===== src/rtl/bram_pkg.sv =====
// -----------------------------------------------------------------------------
// bram_pkg
//   Shared types and helpers for the byte-enable true-dual-port block RAM.
//
//   write_mode_e : same-port read-during-write behaviour
//                  READ_FIRST  - a write returns the word as it was before the write
//                  WRITE_FIRST - a write returns the merged word (new lanes + old lanes)
//                  NO_CHANGE   - a write leaves the read data untouched, no valid pulse
//   byte_merge() : lane-wise merge of a new word into an old word under a
//                  byte write-enable mask.
// -----------------------------------------------------------------------------
package bram_pkg;

    typedef enum logic [1:0] {
        READ_FIRST  = 2'd0,
        WRITE_FIRST = 2'd1,
        NO_CHANGE   = 2'd2
    } write_mode_e;

    // Upper bounds for byte_merge operands. Callers zero-extend into these
    // widths and cast the result back down to their own word width.
    localparam int unsigned MAX_DATA_W = 1024;
    localparam int unsigned MAX_BYTES  = 128;

    // Lanes with we[b]=1 take new_word, all others keep old_word.
    // Bits at or above num_bytes*byte_width are passed through from old_word.
    function automatic logic [MAX_DATA_W-1:0] byte_merge(
        input logic [MAX_DATA_W-1:0] old_word,
        input logic [MAX_DATA_W-1:0] new_word,
        input logic [MAX_BYTES-1:0]  we,
        input int unsigned           num_bytes,
        input int unsigned           byte_width = 8
    );
        logic [MAX_DATA_W-1:0] merged;
        merged = old_word;
        for (int unsigned i = 0; i < MAX_DATA_W; i++) begin
            if ((i < num_bytes * byte_width) && we[i / byte_width]) begin
                merged[i] = new_word[i];
            end
        end
        return merged;
    endfunction

endpackage : bram_pkg


===== src/rtl/bram_rd_pipe.sv =====
// -----------------------------------------------------------------------------
// bram_rd_pipe
//   Read-data pipeline for one RAM port: a stage-1 capture register and an
//   optional stage-2 output register. Data holds its last value whenever no
//   new word is loaded; valid is a single-cycle pulse per loaded word.
//
//   Ports:
//     clk_i    in   1           clock
//     rst_i    in   1           asynchronous active-high reset
//     load_i   in   1           capture data_i into stage 1 on this edge
//     data_i   in   DATA_WIDTH  word to capture
//     data_o   out  DATA_WIDTH  read data from the last stage
//     valid_o  out  1           data_o was updated by this edge
// -----------------------------------------------------------------------------
module bram_rd_pipe #(
    parameter int unsigned DATA_WIDTH = 32,
    parameter int unsigned OUT_REG    = 0
) (
    input  logic                  clk_i,
    input  logic                  rst_i,
    input  logic                  load_i,
    input  logic [DATA_WIDTH-1:0] data_i,
    output logic [DATA_WIDTH-1:0] data_o,
    output logic                  valid_o
);

    logic [DATA_WIDTH-1:0] s1_data;
    logic                  s1_valid;

    // NOTE: sequential state uses non-blocking assignments so every register
    // samples pre-edge values regardless of statement order.
    always_ff @(posedge clk_i or posedge rst_i) begin
        if (rst_i) begin
            s1_data  <= '0;
            s1_valid <= 1'b0;
        end else begin
            s1_valid <= load_i;
            if (load_i) begin
                s1_data <= data_i;
            end
        end
    end

    if (OUT_REG != 0) begin : g_out_reg
        logic [DATA_WIDTH-1:0] s2_data;
        logic                  s2_valid;

        // Stage 2 is a plain copy every cycle; holding in stage 1 makes
        // stage 2 hold as well.
        always_ff @(posedge clk_i or posedge rst_i) begin
            if (rst_i) begin
                s2_data  <= '0;
                s2_valid <= 1'b0;
            end else begin
                s2_data  <= s1_data;
                s2_valid <= s1_valid;
            end
        end

        assign data_o  = s2_data;
        assign valid_o = s2_valid;
    end else begin : g_no_out_reg
        assign data_o  = s1_data;
        assign valid_o = s1_valid;
    end

endmodule : bram_rd_pipe


===== src/rtl/bram_tdp_be.sv =====
// -----------------------------------------------------------------------------
// bram_tdp_be
//   Single-clock true-dual-port RAM with per-byte write enables, selectable
//   same-port read-during-write mode and optional output register.
//   Read latency is 1 + OUT_REG cycles; validX_o marks each returned word.
//
//   Ports (port B mirrors port A):
//     clk_i        in   1           clock for both ports
//     rst_i        in   1           asynchronous active-high reset (outputs only)
//     enA_i        in   1           port A access enable
//     weA_i        in   NUM_BYTES   port A byte write enables (any set = write)
//     addrA_i      in   ADDR_WIDTH  port A word address
//     dataA_i      in   DATA_WIDTH  port A write data
//     dataA_o      out  DATA_WIDTH  port A read data (held while validA_o=0)
//     validA_o     out  1           dataA_o updated this cycle
//     collision_o  out  1           registered: both ports wrote the same word
//                                   with at least one common byte lane
//
//   Conflict rules: a same-cycle reader on the other port always sees the
//   old word; on a double write, lanes enabled on both ports take port A.
//   Addresses >= NUM_WORDS are ignored for writes and read back as zero.
// -----------------------------------------------------------------------------
module bram_tdp_be
    import bram_pkg::*;
#(
    parameter int unsigned  DATA_WIDTH = 32,
    parameter int unsigned  NUM_WORDS  = 32,
    parameter int unsigned  BYTE_WIDTH = 8,
    parameter write_mode_e  WRITE_MODE = READ_FIRST,
    parameter int unsigned  OUT_REG    = 0,
    localparam int unsigned ADDR_WIDTH = (NUM_WORDS > 1) ? $clog2(NUM_WORDS) : 1,
    localparam int unsigned NUM_BYTES  = DATA_WIDTH / BYTE_WIDTH
) (
    input  logic                  clk_i,
    input  logic                  rst_i,

    input  logic                  enA_i,
    input  logic [NUM_BYTES-1:0]  weA_i,
    input  logic [ADDR_WIDTH-1:0] addrA_i,
    input  logic [DATA_WIDTH-1:0] dataA_i,
    output logic [DATA_WIDTH-1:0] dataA_o,
    output logic                  validA_o,

    input  logic                  enB_i,
    input  logic [NUM_BYTES-1:0]  weB_i,
    input  logic [ADDR_WIDTH-1:0] addrB_i,
    input  logic [DATA_WIDTH-1:0] dataB_i,
    output logic [DATA_WIDTH-1:0] dataB_o,
    output logic                  validB_o,

    output logic                  collision_o
);

    if ((DATA_WIDTH % BYTE_WIDTH) != 0 || DATA_WIDTH > MAX_DATA_W ||
        NUM_BYTES > MAX_BYTES) begin : g_bad_params
        $error("bram_tdp_be: DATA_WIDTH must be a multiple of BYTE_WIDTH and fit byte_merge");
    end

    // One bit wider than the address so a power-of-two depth is representable.
    localparam logic [ADDR_WIDTH:0] DEPTH = (ADDR_WIDTH + 1)'(NUM_WORDS);

    // -------------------------------------------------------------------------
    // Storage
    // -------------------------------------------------------------------------
    logic [DATA_WIDTH-1:0] mem [NUM_WORDS];

`ifndef SYNTHESIS
    initial begin
        for (int unsigned w = 0; w < NUM_WORDS; w++) begin
            mem[w] = '0;
        end
    end
`endif

    // -------------------------------------------------------------------------
    // Per-port views (index 0 = port A, 1 = port B)
    // -------------------------------------------------------------------------
    logic [1:0]                  en;
    logic [NUM_BYTES-1:0]        we      [2];
    logic [ADDR_WIDTH-1:0]       addr    [2];
    logic [DATA_WIDTH-1:0]       din     [2];
    logic [DATA_WIDTH-1:0]       rd_data [2];
    logic [1:0]                  rd_valid;
    logic [1:0]                  addr_ok;
    logic [1:0][NUM_BYTES-1:0]   wr_lane;

    assign en      = {enB_i, enA_i};
    assign we[0]   = weA_i;
    assign we[1]   = weB_i;
    assign addr[0] = addrA_i;
    assign addr[1] = addrB_i;
    assign din[0]  = dataA_i;
    assign din[1]  = dataB_i;

    for (genvar p = 0; p < 2; p++) begin : g_port
        logic                  is_wr;
        logic [DATA_WIDTH-1:0] old_word;
        logic [DATA_WIDTH-1:0] merged_word;
        logic                  load;
        logic [DATA_WIDTH-1:0] load_data;

        assign addr_ok[p] = ({1'b0, addr[p]} < DEPTH);
        assign is_wr      = |we[p];
        assign wr_lane[p] = (en[p] && addr_ok[p]) ? we[p] : '0;

        // Pre-edge contents: this is what "old word" means for both this
        // port and a same-cycle reader on the other port.
        assign old_word    = addr_ok[p] ? mem[addr[p]] : '0;
        // Own-port merge only; the other port's lanes are never reflected.
        assign merged_word = DATA_WIDTH'(byte_merge(MAX_DATA_W'(old_word),
                                                    MAX_DATA_W'(din[p]),
                                                    MAX_BYTES'(we[p]),
                                                    NUM_BYTES, BYTE_WIDTH));

        // NOTE: every variable gets a default at the top of always_comb so
        // no path leaves it unassigned and no latch is inferred.
        always_comb begin
            load      = 1'b0;
            load_data = old_word;
            if (en[p]) begin
                if (!is_wr) begin
                    load = 1'b1;
                end else begin
                    case (WRITE_MODE)
                        READ_FIRST: begin
                            load = 1'b1;
                        end
                        WRITE_FIRST: begin
                            load      = 1'b1;
                            load_data = addr_ok[p] ? merged_word : '0;
                        end
                        default: begin
                            load = 1'b0;  // NO_CHANGE: hold data, no pulse
                        end
                    endcase
                end
            end
        end

        bram_rd_pipe #(
            .DATA_WIDTH (DATA_WIDTH),
            .OUT_REG    (OUT_REG)
        ) u_rd_pipe (
            .clk_i   (clk_i),
            .rst_i   (rst_i),
            .load_i  (load),
            .data_i  (load_data),
            .data_o  (rd_data[p]),
            .valid_o (rd_valid[p])
        );
    end

    assign dataA_o  = rd_data[0];
    assign validA_o = rd_valid[0];
    assign dataB_o  = rd_data[1];
    assign validB_o = rd_valid[1];

    // -------------------------------------------------------------------------
    // Memory write port logic. Port B lanes are applied first and port A
    // second, so on a shared lane the later non-blocking update (A) wins.
    // NOTE: the array has no reset branch; resetting it would prevent block
    // RAM inference and contents are defined by writes, not by reset.
    // -------------------------------------------------------------------------
    always_ff @(posedge clk_i) begin
        for (int b = 0; b < NUM_BYTES; b++) begin
            if (wr_lane[1][b]) begin
                mem[addr[1]][b*BYTE_WIDTH +: BYTE_WIDTH] <= din[1][b*BYTE_WIDTH +: BYTE_WIDTH];
            end
        end
        for (int b = 0; b < NUM_BYTES; b++) begin
            if (wr_lane[0][b]) begin
                mem[addr[0]][b*BYTE_WIDTH +: BYTE_WIDTH] <= din[0][b*BYTE_WIDTH +: BYTE_WIDTH];
            end
        end
    end

    // -------------------------------------------------------------------------
    // Collision flag: one-cycle pulse after a double write sharing a lane.
    // -------------------------------------------------------------------------
    logic collision_next;

    assign collision_next = (addr[0] == addr[1]) && (|(wr_lane[0] & wr_lane[1]));

    always_ff @(posedge clk_i or posedge rst_i) begin
        if (rst_i) begin
            collision_o <= 1'b0;
        end else begin
            collision_o <= collision_next;
        end
    end

endmodule : bram_tdp_be

===== config.mk =====
export PLATFORM = sky130hd
export DESIGN_NAME = bram_tdp_be
export DESIGN_NICKNAME = d
export VERILOG_FILES = /design/src/rtl/bram_pkg.sv /design/src/rtl/bram_rd_pipe.sv /design/src/rtl/bram_tdp_be.sv
export SDC_FILE = /design/constraint.sdc
export NUM_CORES = 2
export LEC_CHECK = 0
export BUFFER_PORTS_ARGS = -buffer_cell sky130_fd_sc_hd__buf_2
export CORE_MARGIN = 4
export CORE_UTILIZATION = 55
export DETAILED_ROUTE_END_ITERATION = 16
export PLACE_DENSITY = 0.78
export SYNTH_ARGS = -nofsm -noshare
export SYNTH_HDL_FRONTEND = slang
export SYNTH_SLANG_ARGS = --single-unit
export TNS_END_PERCENT = 10

===== constraint.sdc =====
create_clock -name clk_i -period 3.7 [get_ports clk_i]
set_input_delay 0.555 -clock clk_i [delete_from_list [all_inputs] [get_ports clk_i]]
set_output_delay 0.555 -clock clk_i [all_outputs]
set_load 0.02 [all_outputs]

After elaboration in Yosys (flattened, before gate mapping)

Memories as Yosys holds them, arrays and structs flattened. A register that Yosys moved wholly into a read port is not among the register bits.
Index checks and enable logic that the tools add are counted.

Equality and inequality tests: 1
Mux-type cells: 20
Bitwise operators: 1
Reduce and logical (&&, ||, !) cells: 2

Operator list:

| cell              | count |
|---|---|
| $mux 1            | 18 |
| $mux 4            | 2 |
| $eq 5x5->1        | 1 |
| $and 4x4->4       | 1 |
| $reduce_or 4->1   | 1 |
| $logic_and 1x1->1 | 1 |

Bits in registers: 3
Memory bits (writable): 1024
Input port bits: 86
Output and inout bits: 67
Word-level logic and storage cells: 28
Memories kept: 1

Memory list:

| name | depth | bits a word | read ports | clocked after Yosys merged registers in | write ports | RTL line          | RTL |
|---|---|---|---|---|---|---|---|
| mem  | 32    | 32          | 2          | 2                                       | 2           | bram_tdp_be.sv:65 | `logic [DATA_WIDTH-1:0] mem [NUM_WORDS];` |

Logic depth before layout (Yosys ltp)

Depth after elaboration: 4
Depth in mapped cells: 9
Mapped depth without buffers: 5

By module

From an unflattened synthesis, not the netlist that was laid out.

Cells, all modules: 4788
Area, all modules: 64295.4 µm²

By module, submodules not included:

| module       | instances | cells an instance | area an instance (µm²) |
|---|---|---|---|
| bram_tdp_be  | 1         | 4648              | 61547.8 |
| bram_rd_pipe | 2         | 70                | 1373.8 |

Worst setup path before layout

No wires, ideal clock.

Path kind: input-to-reg
Start: input port addrB_i[1]
End: memory mem[12][0], enable pin
Setup time: 0.384 ns
Data arrival time: 2.458 ns
Required time: 3.316 ns
Setup slack: 0.858 ns
Stages on the path: 8
Cell sequence: buf_2 -> buf_6 -> buf_6 -> buf_6 -> buf_2 -> nor3b_1 -> nand2_1 -> o21ai_0

RTL lines:

| item            | RTL line          | RTL |
|---|---|---|
| start, declared | bram_tdp_be.sv:46 | `input logic [ADDR_WIDTH-1:0] addrB_i,` |
| end, declared   | bram_tdp_be.sv:65 |  |

==> out/results.ini <==
[run_status]
status=finished, final reports clean

[worst_setup_path]
cp_max_fo=18
r2r_cells=4
worst_path_dominant_cell_family=simple AND/OR/NAND/NOR gates
cp.depth=5
crit_arrival_ps=3120
cp-end-kind=flip-flop
required_ps=4020
crit_chain=buf_2, inv_1, and3_2, nand2_1, o21ai_0
slowest_stage=and3_2
path_buf_inv=2
critPathMaxStageDelay_ps=820
crit_type=primary input to flip-flop
start_kind=primary input

[synth]
synth_area_per_cell_um2=15.39
seq_area_frac_synth_pct=51.25
synth_top_flop_cell=edfxtp_1
synth_edf_count=1024
syn_inst=4112
ys_ff_latch=1091
synth.distinct_cells=58
yosysWarnings=0
synth_nets=4198
syn_area_mm2=0.06327
postSynth.asyncResetShare_pct=6.141

[power]
p_sw_share_pct=25.18
clkPwrFrac_pct=40.3
combinationalPowerShare_pct=12.2
switchingPower_w=0.007419
internal_power_w=0.02204
power_density_mw_per_mm2=420.4
pwr-share-seq_pct=47.5
ir_worst_vdd_mv=0.4427
p_leak_nw=23.03

[timing]
worst_slew_pin_slew_ps=1398
max_freq_ghz=0.3569
fin_skew_ps=22.32
fin_crit_ps=2802
hold_violations=0
rsz0062_at_grt=false
slew_viol_final=0
tns_ps=0
setup_viol=0
period_share_pct=75.72
slew_headroom_pct=5.791

[clock_tree]
cts_sinks=1091
h-tree-depth=3
post_cts_resized=0
cts_made_buffers=115
clk_pin_slew_worst_paths_ps=60
clk_latency_ps=710
post_cts_buffers=0
cts_tree=built
cts_root_buf=clkbuf_16
cts_buffer_depth=3
postCtsHoldBufs=0

[placement]
hpwl_um=144500
place.gp.congestion=0.9892
port_buffers=152
post_dp_cell_area_mm2=0.06629

[grt]
grt-ovfl-total=0
grt_pass1_wl_um=312900
grt_pass1_vias=42930
grt.total_usage_pct=35.64
grt_max_degree=78
antenna_found_initial=17

[detailed_routing]
vias=43840
first_pass_iters=7
routed_wl_um=219400
wl_met1_um=73820
drt-vias-per-instance=7.543
drc=0
avgRoutedWirePerCell_um=37.74
dr_wl_met2_um=98550
dr.first_iter.drc_count=7311
top_layer=met5
dr_wl_met3_um=32160
final_antenna_net_count=0

[floorplanning]
initial_utilization_pct=55.34
core_area_mm2=0.1143
io-pin-count=153
core.rowCount=124
die_x_um=347.2
die_y_um=347.2
dieArea_mm2=0.1205

[run]
maxCapViolCount=0

[cells_and_area]
nNetsFinal=4280
area_delta_synth_final_pct=10.74
drive_gt1_share_pct=49.09
nFillCells=8337
final_cell_area_mm2=0.07007

[min_path]
min-delay-path-class=primary input to async pin

-- cells in the mapped netlist (all sizes together) (4+ instances only) --
cell type,count,area (um^2)
a211o,11,96.34
a211oi,25,187.7
a21oi,33,165.2
a221oi,12,105.1
a22o,57,499.2
a22oi,87,653.1
a31oi,52,325.3
and2,4,25.02
and3,5,31.28
buf,168,914.6
clkbuf,284,1066
dfrtp,67,1677
edfxtp,1024,30750
inv,4,15.01
mux2,1027,11560
mux2i,240,2402
mux4,391,8806
nand2,73,276.5
nand2b,6,37.54
nand3,17,130.1
nand4,13,147.6
nand4b,4,41.29
nor2,184,1191
nor2b,5,31.28
nor3,18,145.1
nor4,12,75.07
o21a,4,30.03
o21ai,54,270.3
o221ai,32,280.3
o22ai,160,1001
o32a,6,60.06
or3,4,25.02
or4,6,45.04
xnor2,5,43.79
-- layout by cell type, fill, tap and decap left out, types with 25 or more instances in the layout --
master and count:
nor2_2 44, clkbuf_16 117, o221ai_1 32, mux4_2 391, o21ai_0 53, nor2_1 83, a211oi_1 25, o22ai_1 160
clkbuf_1 34, buf_4 252, buf_2 144, mux2_2 1003, nand2_1 72, a21oi_1 33, a22oi_1 87, a22o_1 57
edfxtp_1 1024, mux2i_1 240, a31oi_1 52, nor2_4 57, dfrtp_1 67
-- final timing paths --
path | startpoint | endpoint | slack (ps)
worst min-delay path | rst_i | g_port[0].u_rd_pipe.valid_o | 5
max in group asynchronous | rst_i | g_port[1].u_rd_pipe.data_o[29] | 2870
worst min register to register | g_port[1].u_rd_pipe.data_o[11] | g_port[1].u_rd_pipe.data_o[11] | 510
min in group clk_i | addrB_i[0] | g_port[1].u_rd_pipe.data_o[9] | 310
worst max register to register | mem[14][2] | g_port[1].u_rd_pipe.data_o[2] | 1590
worst max-delay path | addrA_i[3] | mem[20][15] | 900
-- registers in the layout, indices dropped and copies added, names as in the netlist --
signal                    flops
collision_o                   1
g_port.u_rd_pipe.data_o      64
g_port.u_rd_pipe.valid_o      2
mem                        1024
-- logic make-up (layout without fill, tap and decap cells) --
| group | count (synthesis) | count (layout) | synth area share [%] |
|---|---|---|---|
| compound gates | 543 | 543 | 5.942 |
| xor+xnor | 5 | 5 | 0.06921 |
| buf+inv | 456 | 636 | 3.154 |
| flops | 1091 | 1091 | 51.25 |
| mux | 1658 | 1658 | 35.99 |
| other cells | 0 | 8 | 0 |
| simple gates | 359 | 359 | 3.595 |
-- power by group through the flow --
stage	sequential, W	combinational [W]	clock (W)
6_report	0.0140	0.00360	0.0119
5_1_grt	0.0140	0.00369	0.0124
4_1_cts	0.0140	0.00349	0.0119
3_5_place_dp	0.0142	0.00347	0
3_3_place_gp	0.0142	0.00341	0
2_1_floorplan	0.0142	0.00212	0
-- layer usage --
layer | track usage [%] | vias to the layer above
li1 | - | 17030
met1 | 45.97 | 22170
met4 | 19.09 | 18
met2 | 54.20 | 3828
met5 | 0.5495 | -
met3 | 11.19 | 796
-- cell type report --
type / instances / area (um^2) / area share (%)
inverter: 4 / 17.52 / 0.02500
timing repair buffer: 417 / 3013 / 4.300
sequential: 1091 / 32430 / 46.28
multi-input combinational: 2565 / 28940 / 41.30
clock inverter: 62 / 679.4 / 0.9696
tap: 1512 / 1892 / 2.700
clock buffer: 153 / 3083 / 4.400
antenna: 8 / 20.02 / 0.02857
-- per-stage QoR --
step | setup slack (ps) | cells | hold slack [ps] | utilization [%] | power [W]
after global placement | 407.8 | 5589 | 502.8 | 57.97 | 0.01763
after global routing | 902.0 | 5805 | 42.19 | 61.26 | 0.03006
after floorplan | 858.4 | 4112 | 586.4 | - | 0.01637
after CTS | 1084 | 5804 | 12.50 | 61.26 | 0.02933
final | 898.3 | 5812 | 5.437 | 61.28 | 0.02946
after detailed placement | 349.6 | 5589 | 503.3 | 57.97 | 0.01770
Power figures use the tool's default switching activity.
